<file path="config.mk">
export PLATFORM = sky130hd
export DESIGN_NAME = lane_input_scheduler_flat
export DESIGN_NICKNAME = d
export VERILOG_FILES = /design/src/rtl/lane_input_scheduler_if.sv /design/src/rtl/lane_input_scheduler.sv /design/src/flat_wrapper.sv
export SDC_FILE = /design/constraint.sdc
export NUM_CORES = 1
export LEC_CHECK = 0
export ABC_AREA = 1
export CORE_AREA = 2 2 171 106
export CTS_CLUSTER_DIAMETER = 80
export DETAILED_ROUTE_END_ITERATION = 7
export DIE_AREA = 0 0 173 108
export PLACE_DENSITY = 0.57
export SYNTH_ARGS = -nofsm -noshare
export SYNTH_HDL_FRONTEND = slang
export SYNTH_SLANG_ARGS = --single-unit
</file>
<file path="constraint.sdc">
create_clock -name clk_i -period 3.2 [get_ports clk_i]
set_clock_uncertainty 0.15 [all_clocks]
set_input_delay 0.48 -clock clk_i [delete_from_list [all_inputs] [get_ports clk_i]]
set_output_delay 0.48 -clock clk_i [all_outputs]
set_load 0.03 [all_outputs]
</file>
<file path="src/rtl/lane_input_scheduler_if.sv">
// lane_input_scheduler_if: press-event handshake between the scheduler and the judge unit
interface lane_input_scheduler_if #(
  parameter int IDXW = 2,
  parameter int TSW  = 16
);
  logic            valid;
  logic            ready;
  logic [IDXW-1:0] lane;
  logic [TSW-1:0]  ts;
  modport master (output valid, lane, ts, input ready);
  modport slave  (input valid, lane, ts, output ready);
endinterface

</file>
<file path="src/rtl/lane_input_scheduler.sv">
// lane_input_scheduler: timestamps lane presses and serialises them round-robin to the judge unit
module lane_input_scheduler #(
  parameter int NLANE = 4,
  parameter int IDXW  = 2,
  parameter int TSW   = 16
) (
  input  logic                   clk_i,
  input  logic                   rst_ni,
  input  logic                   en_i,
  input  logic                   tick_i,
  input  logic                   ts_clr_i,
  input  logic [NLANE-1:0]       press_i,
  lane_input_scheduler_if.master out_o,
  output logic [NLANE-1:0]       pending_o,
  output logic [7:0]             drop_cnt_o
);
  typedef enum logic {IDLE, OFFER} state_e;
  state_e          state_q, state_d;
  logic [TSW-1:0]  ts_q, ts_d;
  logic [TSW-1:0]  cap_q [NLANE];
  logic [NLANE-1:0] pending_q, pending_d, pop_vec, accept, drop;
  logic [7:0]      drop_q, drop_d;
  logic            valid_q, valid_d, found;
  logic [IDXW-1:0] lane_q, lane_d, grant_q, grant_d, sel;
  logic [TSW-1:0]  out_ts_q, out_ts_d;
  // Game-tick timestamp; clear wins over tick, wraps naturally
  always_comb ts_d = ts_clr_i ? '0 : tick_i ? ts_q + 1'b1 : ts_q;
  // Per-lane capture: a press coinciding with its own lane's pop is re-armed, otherwise a busy lane drops it
  always_comb begin
    pop_vec = '0;
    pop_vec[lane_q] = valid_q & out_o.ready;
    accept = press_i & {NLANE{en_i}} & (~pending_q | pop_vec);
    drop = press_i & {NLANE{en_i}} & pending_q & ~pop_vec;
    pending_d = (pending_q & ~pop_vec) | accept;
    drop_d = (|drop && drop_q != 8'hFF) ? drop_q + 8'd1 : drop_q;
  end
  // Round-robin pick: first pending lane after the last granted one
  always_comb begin
    sel = grant_q;
    found = 1'b0;
    for (int k = 1; k <= NLANE; k++) begin
      if (!found && pending_q[(int'(grant_q) + k) % NLANE]) begin
        sel = IDXW'((int'(grant_q) + k) % NLANE);
        found = 1'b1;
      end
    end
  end
  // Offer FSM: load an event from IDLE, hold it in OFFER until the judge takes it
  always_comb begin
    state_d = state_q;
    valid_d = valid_q;
    lane_d = lane_q;
    out_ts_d = out_ts_q;
    grant_d = grant_q;
    if (state_q == IDLE && found) begin
      state_d = OFFER;
      valid_d = 1'b1;
      lane_d = sel;
      out_ts_d = cap_q[sel];
    end else if (state_q == OFFER && out_o.ready) begin
      state_d = IDLE;
      valid_d = 1'b0;
      grant_d = lane_q;
    end
  end
  // Control and output registers
  always_ff @(posedge clk_i) begin
    if (!rst_ni) begin
      state_q <= IDLE;
      ts_q <= '0;
      pending_q <= '0;
      drop_q <= '0;
      valid_q <= 1'b0;
      lane_q <= '0;
      out_ts_q <= '0;
      grant_q <= IDXW'(NLANE - 1);
    end else begin
      state_q <= state_d;
      ts_q <= ts_d;
      pending_q <= pending_d;
      drop_q <= drop_d;
      valid_q <= valid_d;
      lane_q <= lane_d;
      out_ts_q <= out_ts_d;
      grant_q <= grant_d;
    end
  end
  // Captured timestamps, the pre-increment ts of the accepting cycle
  always_ff @(posedge clk_i) begin
    for (int i = 0; i < NLANE; i++) begin
      if (!rst_ni) cap_q[i] <= '0;
      else if (accept[i]) cap_q[i] <= ts_q;
    end
  end
  assign out_o.valid = valid_q;
  assign out_o.lane = lane_q;
  assign out_o.ts = out_ts_q;
  assign pending_o = pending_q;
  assign drop_cnt_o = drop_q;
endmodule

</file>
<file path="src/flat_wrapper.sv">
// flat-port wrapper written by rule: the top's interface ports become plain ports
module lane_input_scheduler_flat 
#(
  parameter int NLANE = 4,
  parameter int IDXW  = 2,
  parameter int TSW   = 16
)
  (clk_i, rst_ni, en_i, tick_i, ts_clr_i, press_i, pending_o, drop_cnt_o, out_o_valid, out_o_lane, out_o_ts, out_o_ready);
  lane_input_scheduler_if #(.IDXW(IDXW), .TSW(TSW)) out_o_i ();
  input  logic clk_i;
  input  logic rst_ni;
  input  logic en_i;
  input  logic tick_i;
  input  logic ts_clr_i;
  input  logic [NLANE-1:0] press_i;
  output logic [NLANE-1:0] pending_o;
  output logic [7:0] drop_cnt_o;
  output wire logic [$bits(out_o_i.valid)-1:0] out_o_valid;
  output wire logic [$bits(out_o_i.lane)-1:0] out_o_lane;
  output wire logic [$bits(out_o_i.ts)-1:0] out_o_ts;
  input wire logic [$bits(out_o_i.ready)-1:0] out_o_ready;
  assign out_o_valid = out_o_i.valid;
  assign out_o_lane = out_o_i.lane;
  assign out_o_ts = out_o_i.ts;
  assign out_o_i.ready = out_o_ready;
  lane_input_scheduler #(.NLANE(NLANE), .IDXW(IDXW), .TSW(TSW)) u_core (.clk_i(clk_i), .rst_ni(rst_ni), .en_i(en_i), .tick_i(tick_i), .ts_clr_i(ts_clr_i), .press_i(press_i), .out_o(out_o_i), .pending_o(pending_o), .drop_cnt_o(drop_cnt_o));
endmodule
</file>
==> results.md <==
* Commonest cells after routing, fill and taps aside: nand2_1, nor2_1, nand3_1
* Postcts setup bufs at 0
* Mux contribution to synthesized area at 0
* Worst vdd ir at between 0.3 and 0.4 mV
* DP Wirelength at 9330 um
* Net count, final at approximately 700
* Initial Utilization at 0.310
* Post-synthesis compound-gate area fraction at 0.0692
* Vias per cell at between 4 and 5
* # hold bufs at CTS at 0
* Adder-cell area share of the yosys netlist at 0.00477
* Worst Max-Slew Pin Slew at 0.690 ns
* TritonCTS buffer count at 17
* Post-CTS sizing at 0
* Final hold slack at 0.314 ns
* Syn nets at 634
* GP Congestion at 0.877
* CTS tree: built
* Max Freq at 0.396 GHz
* LEAKAGE at 2.47 nW
* Hold depth at 2
* Residual DRC at 0
* # diodes at 0
* Initial DRC Count at 414
* Via count at 4,322
* Post-DR wirelength/cell at 14.8 um
* Core box area at approximately 17,000 um2
* Drt pass-1 iters at 5
* I/O Buffers at 40
* Critical Path AT at 2.67 ns
* Setup TNS at 0 ns
* Mapped Area at ~5200 um2
* Worst reg2reg path startpoint: u_core.grant_q[0]
* Final hold vios at 0
* Clock transition at the registers of the reported paths at 0.06 ns
* # setup viols final at 0
* Syn_area_per_cell at 8.43 um2
* Worst setup SP type: flop
* Final ANT Viol Nets at 0
* Library cells used by synthesis at 30
* Skew-Pair Late Insertion Delay at 0.42 ns
* # rows at 37
* Critical path class: flop to flop
* CTS root buffer: clkbuf_16
* Total GRT Usage at 0.152
* Die width at 173 um
* R2R Setup Slk at 0.68 ns
* Reg2reg path depth at 14
* Total Routed Length at roughly 14,000 um
* WHS Endpoint: u_core.out_o.ts[5]
* I/O Pins at between 40 and 50
* Proportion of layout cells with a drive suffix above 1 at 0.0993
* #FFs+latches synth at 113
* Die footprint at 18,700 um2
* Hold Crit Start: u_core.out_o.ts[5]
* Hold Crit Class: flop to flop
* Finished Cell Area at 6510 um2
* Syn. warnings at 0
* R2R Path End: u_core.out_o.ts[12]
* Status: finished clean
* Final Util at 0.384
* Gr ovfl total at 0
* Die height at 108 um
* Clock Sinks at between 100 and 150
* Max_cap viols at 0
* First-pass GRT wire length at 21,600 um
* WP data required at 3.35 ns
* Final Max Tran Viols at 0
* Seq/Total Area, Yosys at 0.553
* Maximum fanout along the worst path at 32
* Synthesized-area fraction occupied by and/or/nand/nor cells at 0.295
* CTS Buffer Depth at 2
* Largest family of logic cells by synthesized area: simple AND/OR/NAND/NOR gates
* Pin count of the biggest net entering global routing at 33
* Vias in the first global route at around 3,900
* H-tree Lvls at 4
* Area delta synth->final at 24.2%
* PwrDens at roughly 740 nW/um2
* Crit path capture type: flop
* Syn Inst Count at 622
* Antenna violations before repair at 0
* Crit path time final at 2.52 ns
* Final worst path period share at 0.789
* XOR/XNOR share of the synthesized area at 0.00668
* Slew Limit Headroom at 0.539
* Post-DP Area at 5910 um2
* RSZ-0062 raised after global routing: no
* Commonest non-fill, non-tap cell in the layout: nand2_1
## sequential cells by signal (all words and copies together), names as in the netlist
signal             count
u_core.state_q         1
u_core.ts_q           16
u_core.pending_o       4
u_core.drop_cnt_o      8
u_core.out_o.ts       16
u_core.cap_q          64
u_core.grant_q         2
u_core.out_o.lane      2
## worst max-delay path, stage by stage (launching register included)
cell	delay [ns]
dfxtp_1	0.53
inv_2	0.16
nand2_1	0.09
nand2_1	0.10
nand2_1	0.12
nand2_2	0.10
nand2_2	0.08
nand2_1	0.06
nand2_2	0.08
buf_4	0.36
nand3b_1	0.12
nand2_1	0.12
nand2_1	0.12
nand3_1	0.12
a21oi_1	0.07
## where the power goes
group	internal, mW	switching, mW
Sequential	1.66	0.0765
Combinational	0.373	0.800
Clock	1.20	0.717
Total	3.23	1.59
## layer usage
layer,vias up,track usage,wire [um]
met5,-,0,0
met4,0,0.0363,133
met3,15,0.0447,1180
met2,163,0.173,4690
met1,1976,0.257,7600
li1,2168,-,-
## stage by stage
| stage | setup WS, ns | total power, mW | instances |
|---|---|---|---|
| 2_1_floorplan | 0.480 | 2.55 | 622 |
| 3_3_place_gp | 0.610 | 2.93 | 887 |
| 3_5_place_dp | 0.585 | 2.92 | 887 |
| 4_1_cts | 0.751 | 4.83 | 919 |
| 5_1_grt | 0.476 | 5.04 | 919 |
| 6_report | 0.676 | 4.83 | 919 |
## cell usage after synthesis
cell type    n  area share
nor2_2       1      0.0012
nand2_4      3      0.0064
o21ai_0     18       0.017
buf_4        3      0.0043
ha_1         2      0.0048
buf_1        1     0.00071
xor2_1       3      0.0050
nor2_1      89       0.064
nor4_1       2      0.0024
nand4_1      3      0.0036
nor3_1       7      0.0067
dfxtp_1     49        0.19
inv_1       59       0.042
xnor2_1      1      0.0017
nand2_1    127       0.091
inv_2        6      0.0043
o21a_1       1      0.0014
edfxtp_1    64        0.37
nand3b_1    15       0.021
or2_0        1      0.0012
o21ai_1      1     0.00095
a211oi_1     1      0.0014
buf_2        8      0.0076
clkbuf_1     7      0.0050
buf_6        3      0.0064
nand3_2      3      0.0057
nand2_2     10       0.012
a31oi_1      2      0.0024
nand3_1     84       0.080
a21oi_1     48       0.046
## cell families (layout without fill, tap and decap cells)
group | count (synthesis) | after routing
simple gates | 345 | 345
flops | 113 | 113
buf+inv | 87 | 150
compound gates | 71 | 71
xor+xnor | 4 | 4
fa+ha+maj | 2 | 2
## final cells by class
cell class / instances / area [um2]
Fill cell: 1732 / 10400
Sequential cell: 113 / 2900
Clock buffer: 18 / 450
Inverter: 65 / 244
Tap cell: 234 / 293
Timing Repair Buffer: 53 / 498
Multi-Input combinational cell: 422 / 1970
Clock inverter: 14 / 153
## how the worst max path moves through the flow
stage                                  from  slack [ns]  depth (start not counted)                   end
after CTS                 u_core.grant_q[0]        0.75                         13   u_core.out_o.ts[15]
after floorplan              u_core.state_q        0.48                          4    u_core.cap_q[3][0]
after global routing      u_core.grant_q[0]        0.48                         13   u_core.out_o.ts[15]
after detailed placement        out_o_ready        0.59                         11  u_core.drop_cnt_o[5]
final                     u_core.grant_q[0]        0.68                         14   u_core.out_o.ts[12]
after global placement          out_o_ready        0.61                         11  u_core.drop_cnt_o[6]
(Power assumes the default switching activity.)
